$ cat src/rtl/mm_pkg.sv
// Shared constants and FSM state encoding for the matrix-multiplier operand driver.
package mm_pkg;

    localparam int MM_DW      = 8;
    localparam int MM_RW      = 2 * MM_DW + 1;
    localparam int MM_TIMEOUT = 64;

    typedef enum logic [2:0] {
        IDLE  = 3'd0,
        SEND0 = 3'd1,
        SEND1 = 3'd2,
        WAIT  = 3'd3,
        HOLD  = 3'd4
    } mm_state_e;

endpackage

$ cat src/rtl/mm_timeout_counter.sv
// Free-running wait timer: cleared on entry to the wait phase, flags TIMEOUT-1.
module mm_timeout_counter
    import mm_pkg::*;
#(
    parameter int TIMEOUT = MM_TIMEOUT,
    parameter int TW      = (TIMEOUT > 1) ? $clog2(TIMEOUT) : 1
) (
    input  logic CLK,
    input  logic RST,
    input  logic clear,
    input  logic enable,
    output logic tc
);

    logic [TW-1:0] count;

    // The owner stops enabling once tc is seen, so the count never wraps.
    always_ff @(posedge CLK) begin
        if (RST || clear) begin
            count <= '0;
        end else if (enable) begin
            count <= count + 1'b1;
        end
    end

    assign tc = (count == TW'(TIMEOUT - 1));

endmodule

$ cat src/rtl/mm_operand_driver.sv
// Initiator for one MatrixMultiplier: takes a four-operand request, serialises it over
// two START cycles, waits for OUT_STROBE (or a timeout) and holds the result for a consumer.
module mm_operand_driver
    import mm_pkg::*;
#(
    parameter int DW      = MM_DW,
    parameter int RW      = MM_RW,
    parameter int TIMEOUT = MM_TIMEOUT
) (
    input  logic          CLK,
    input  logic          RST,
    input  logic          REQ_VALID,
    output logic          REQ_READY,
    input  logic [DW-1:0] REQ_A0,
    input  logic [DW-1:0] REQ_B0,
    input  logic [DW-1:0] REQ_A1,
    input  logic [DW-1:0] REQ_B1,
    output logic          MM_START,
    output logic [DW-1:0] MM_A,
    output logic [DW-1:0] MM_B,
    input  logic [RW-1:0] MM_OUT,
    input  logic          MM_STROBE,
    output logic          RES_VALID,
    input  logic          RES_READY,
    output logic [RW-1:0] RES_DATA,
    output logic          RES_ERR,
    output logic [2:0]    dbg_state
);

    // Handshakes: a transfer happens on a rising edge where valid and ready are both 1;
    // valid/ready here are decoded from registered state only, never from the inputs.

    mm_state_e     state, state_n;
    logic [DW-1:0] op_a0, op_b0, op_a1, op_b1;
    logic [RW-1:0] res_data_q;
    logic          res_err_q;
    logic          timer_clr, timer_en, timer_tc;

    mm_timeout_counter #(
        .TIMEOUT (TIMEOUT)
    ) u_timer (
        .CLK    (CLK),
        .RST    (RST),
        .clear  (timer_clr),
        .enable (timer_en),
        .tc     (timer_tc)
    );

    always_comb begin
        state_n   = state;
        timer_clr = 1'b0;
        timer_en  = 1'b0;
        case (state)
            IDLE:  if (REQ_VALID) state_n = SEND0;
            SEND0: state_n = SEND1;
            SEND1: begin
                state_n   = WAIT;
                timer_clr = 1'b1;
            end
            // A strobe in the terminal-count cycle still counts as a real result.
            WAIT: begin
                timer_en = 1'b1;
                if (MM_STROBE || timer_tc) state_n = HOLD;
            end
            HOLD:  if (RES_READY) state_n = IDLE;
            default: state_n = IDLE;
        endcase
    end

    always_comb begin
        REQ_READY = 1'b0;
        MM_START  = 1'b0;
        MM_A      = '0;
        MM_B      = '0;
        RES_VALID = 1'b0;
        case (state)
            IDLE:  REQ_READY = 1'b1;
            SEND0: begin
                MM_START = 1'b1;
                MM_A     = op_a0;
                MM_B     = op_b0;
            end
            SEND1: begin
                MM_START = 1'b1;
                MM_A     = op_a1;
                MM_B     = op_b1;
            end
            HOLD:  RES_VALID = 1'b1;
            default: ;
        endcase
    end

    always_ff @(posedge CLK) begin
        if (RST) begin
            state      <= IDLE;
            op_a0      <= '0;
            op_b0      <= '0;
            op_a1      <= '0;
            op_b1      <= '0;
            res_data_q <= '0;
            res_err_q  <= 1'b0;
        end else begin
            state <= state_n;
            if (state == IDLE && REQ_VALID) begin
                op_a0 <= REQ_A0;
                op_b0 <= REQ_B0;
                op_a1 <= REQ_A1;
                op_b1 <= REQ_B1;
            end
            // Result registers only move in WAIT, so stray strobes elsewhere are harmless.
            if (state == WAIT) begin
                if (MM_STROBE) begin
                    res_data_q <= MM_OUT;
                    res_err_q  <= 1'b0;
                end else if (timer_tc) begin
                    res_data_q <= '0;
                    res_err_q  <= 1'b1;
                end
            end
        end
    end

    assign RES_DATA  = res_data_q;
    assign RES_ERR   = res_err_q;
    assign dbg_state = state;

endmodule

$ cat config.mk
export PLATFORM = sky130hd
export DESIGN_NAME = mm_operand_driver
export DESIGN_NICKNAME = d
export VERILOG_FILES = /design/src/rtl/mm_pkg.sv /design/src/rtl/mm_timeout_counter.sv /design/src/rtl/mm_operand_driver.sv
export SDC_FILE = /design/constraint.sdc
export NUM_CORES = 1
export LEC_CHECK = 0
export CORE_MARGIN = 2
export CORE_UTILIZATION = 30
export CTS_CLUSTER_DIAMETER = 80
export DETAILED_ROUTE_END_ITERATION = 10
export PLACE_DENSITY = 0.6
export SLEW_MARGIN = 10
export SYNTH_ARGS = -nofsm -noshare
export SYNTH_HDL_FRONTEND = slang
export SYNTH_SLANG_ARGS = --single-unit
$ cat constraint.sdc
create_clock -name CLK -period 2.03 [get_ports CLK]
set_input_delay 0.5075 -clock CLK [delete_from_list [all_inputs] [get_ports CLK]]
set_output_delay 0.5075 -clock CLK [all_outputs]
set_load 0.01 [all_outputs]
==> metrics <==
TritonCTS clock tree=yes; CTS Sinks=59; Critical R2R Capture=RES_DATA[6]; fmax=497 MHz; VDD IR max=0.414 mV; Global Route Usage Sum=0.162; Remaining DRCs=0; max cap viols=0; commonest non-fill, non-tap cell in the layout=clkdlybuf4s50_1; Hold Crit Start=op_a1[4]; Post-DP HPWL=4.75 mm; Avg Cell Area, Syn=8.45 sq um; post-synthesis cell area=2540 sq um; initial antenna violation count=0; ANT nets after route=0; CP Class=register to primary output; synthesis-stage register bit count=59; clock latency at the later pin of the worst-skew pair=0.33 ns; RSZ-0062 raised after global routing=yes; ratio of cells with drive above 1 in the final layout=0.159; Initial Util=0.310; WL met2=3.19 mm; cell count after synthesis=301; Routed wire per std cell=14.5 um; post-route cell area=3910 sq um; synthesized net count=356; P per Cell Area=772 nW/um^2; post-route minimum period=2.01 ns; sequential area share after synthesis=0.464; CORE AREA=8220 sq um; Worst path slowest cell=dfxtp_2; # hold bufs at CTS=0; cells on worst reg2reg path=5; largest net degree at the start of global routing=33; first drt pass iteration count=4; crit-path cells=buf_6 -> nor3b_4 -> buf_12 -> buf_12 -> a22o_1 -> buf_2; Final Hold Viols=0; die height=96.1 um; GPL Wtd Cong=0.721; final setup skew=0.00926 ns; final slew viol count=0; vias in the first global route=2475; HP Class=register to register; Least-Margin Pin Slew=0.389 ns; Vias=2581; # rows=33; CP dominant cell by count=buf_12; Final Non-Filler Cells=507; Pleak=1.48 nW; final setup vio count=0; Final TNS setup=0 ns; WL final=7.33 mm; slew margin rel.=0.740; global-route wire length before repair=11.7 mm; Via density=5.09; DR WL met3=591 um; Max Root-Sink Buffers=2; DR top layer=met4; CP arrival=1.51 ns; period utilisation layout=0.992; Met1 Wirelength=3.50 mm; final-layout fill cell count=828; Crit. End Element=primary output; CP delay by family, top=buffers and inverters; Root Buffer=clkbuf_8; worst-path fanout max=15; worst hold path cell count=2; H-Tree Depth=3; dpl cells=485; critical path's largest stage delay=0.33 ns; Worst Hold End=op_a1[4]; WP data required=1.52 ns; R2R setup slack=0.46 ns; aggregate global routing overflow=0; First DRT Iteration DRCs=107; Nets=453; count of different cell masters after synthesis=35; origin of the critical flop-to-flop path=u_timer.count[0]; Ports=94; Area growth, synth to finish=53.8%; Clock Pin Slew Worst Setup and Hold Paths=0.07 ns; most frequent cells in the layout=clkdlybuf4s50_1, nand2_1, dfxtp_1; crit start category=register; Port Buffers=93; ant diodes=0; chip width=96.1 um; cts bufs inserted=9; status=finished, final reports clean; die area=9240 sq um; Placed Instance Area=3650 sq um; Worst Path Buf+Inv=4; Ys Warns=0
## power breakdown
part           leakage, nW  switching (mW)  internal (mW)
clock network        0.115           0.457          0.751
registers            0.482          0.0422           1.23
logic                0.883           0.242          0.302
total                 1.48           0.741           2.28
## registers in the layout, summed over array words and instances (netlist names)
| register | flops |
|---|---|
| RES_DATA | 17 |
| op_a0 | 8 |
| op_a1 | 8 |
| op_b0 | 8 |
| op_b1 | 8 |
| u_timer.count | 6 |
| dbg_state | 3 |
| RES_ERR | 1 |
## logic make-up (layout without fill, tap and decap cells)
family                   count (synthesis)  after routing  share of synthesized area
AO/OA/AOI/OAI                          116            116                      0.293
flip-flops                              59             59                      0.464
adder cells (fa/ha/maj)                  1              1                    0.00492
buffers and inverters                   30            131                     0.0551
AND/OR/NAND/NOR                         93             93                      0.176
XOR/XNOR                                 2              2                    0.00688
## through the flow
stage                util  hold WS [ns]  worst slack (ns)  power [mW]
finish              0.476         0.455            0.0164        3.02
global route        0.476         0.479           -0.0790        3.16
CTS                 0.471         0.456           -0.0429        3.04
detailed placement  0.444         0.446            0.0333        1.80
global placement    0.444         0.445            0.0852        1.79
floorplan               -         0.436             0.136        1.53
## how the worst max path moves through the flow
| stage | startpoint | end | slack (ns) | depth (start not counted) |
|---|---|---|---|---|
| 5_1_grt | dbg_state[0] | MM_A[5] | -0.08 | 6 |
| 3_3_place_gp | dbg_state[0] | MM_A[5] | 0.09 | 4 |
| 3_5_place_dp | dbg_state[0] | MM_B[1] | 0.03 | 4 |
| 4_1_cts | dbg_state[0] | MM_B[1] | -0.04 | 5 |
| 2_1_floorplan | dbg_state[0] | MM_A[0] | 0.14 | 4 |
| 6_report | dbg_state[0] | MM_A[4] | 0.02 | 6 |
## repair_timing
item,in CTS,in global routing
setup endpoints to repair,19,10
pin swaps,2,0
cloned,1,0
resized for setup,78,4
buffers inserted,3,3
## routing by layer
| layer | GRT usage | vias up |
|---|---|---|
| li1 | - | 1273 |
| met1 | 0.208 | 1205 |
| met2 | 0.253 | 96 |
| met3 | 0.0611 | 7 |
| met4 | 0.0452 | 0 |
| met5 | 0 | - |
## synthesized netlist by cell type
cell | instances | share of area
a21boi_0 | 1 | 0.0030
a21oi_1 | 54 | 0.11
a22o_1 | 16 | 0.055
a22oi_1 | 17 | 0.050
a31oi_1 | 1 | 0.0025
and2_1 | 1 | 0.0025
and3b_1 | 1 | 0.0034
and4b_1 | 1 | 0.0039
buf_2 | 13 | 0.026
buf_4 | 3 | 0.0088
clkbuf_1 | 13 | 0.019
dfxtp_1 | 59 | 0.46
ha_1 | 1 | 0.0049
inv_1 | 1 | 0.0015
nand2_1 | 68 | 0.10
nand3_1 | 2 | 0.0039
nand3b_4 | 1 | 0.0079
nand4b_1 | 1 | 0.0034
nor2_1 | 5 | 0.0074
nor2b_1 | 1 | 0.0025
nor3_1 | 1 | 0.0020
nor3b_1 | 1 | 0.0030
nor3b_2 | 2 | 0.0098
nor4b_2 | 1 | 0.0059
o211a_1 | 1 | 0.0039
o211ai_1 | 19 | 0.056
o21ai_0 | 5 | 0.0098
o21bai_1 | 1 | 0.0030
o31ai_1 | 1 | 0.0030
or2_2 | 2 | 0.0049
or3_1 | 2 | 0.0049
or4_1 | 1 | 0.0030
or4b_1 | 2 | 0.0079
xnor2_1 | 1 | 0.0034
xor2_1 | 1 | 0.0034
## tightest hold or removal path, delay by kind of cell (launching register included)
family,cells,cell delay (ns)
DFF,1,0.31
AOI/OAI and AO/OA,1,0.05
and+or+nand+nor,1,0.05
## final cells by class
cell class	count	area, sq um	area share
multi-input cells	212	1240	0.318
flip-flops and latches	59	1180	0.303
repair buffers	115	1120	0.287
clock buffers	11	151	0.0387
well taps	105	131	0.0336
clock inverters	4	73.8	0.0189
inverters	1	3.75	0.000959
Note: power is estimated with default switching activity, not from simulation.
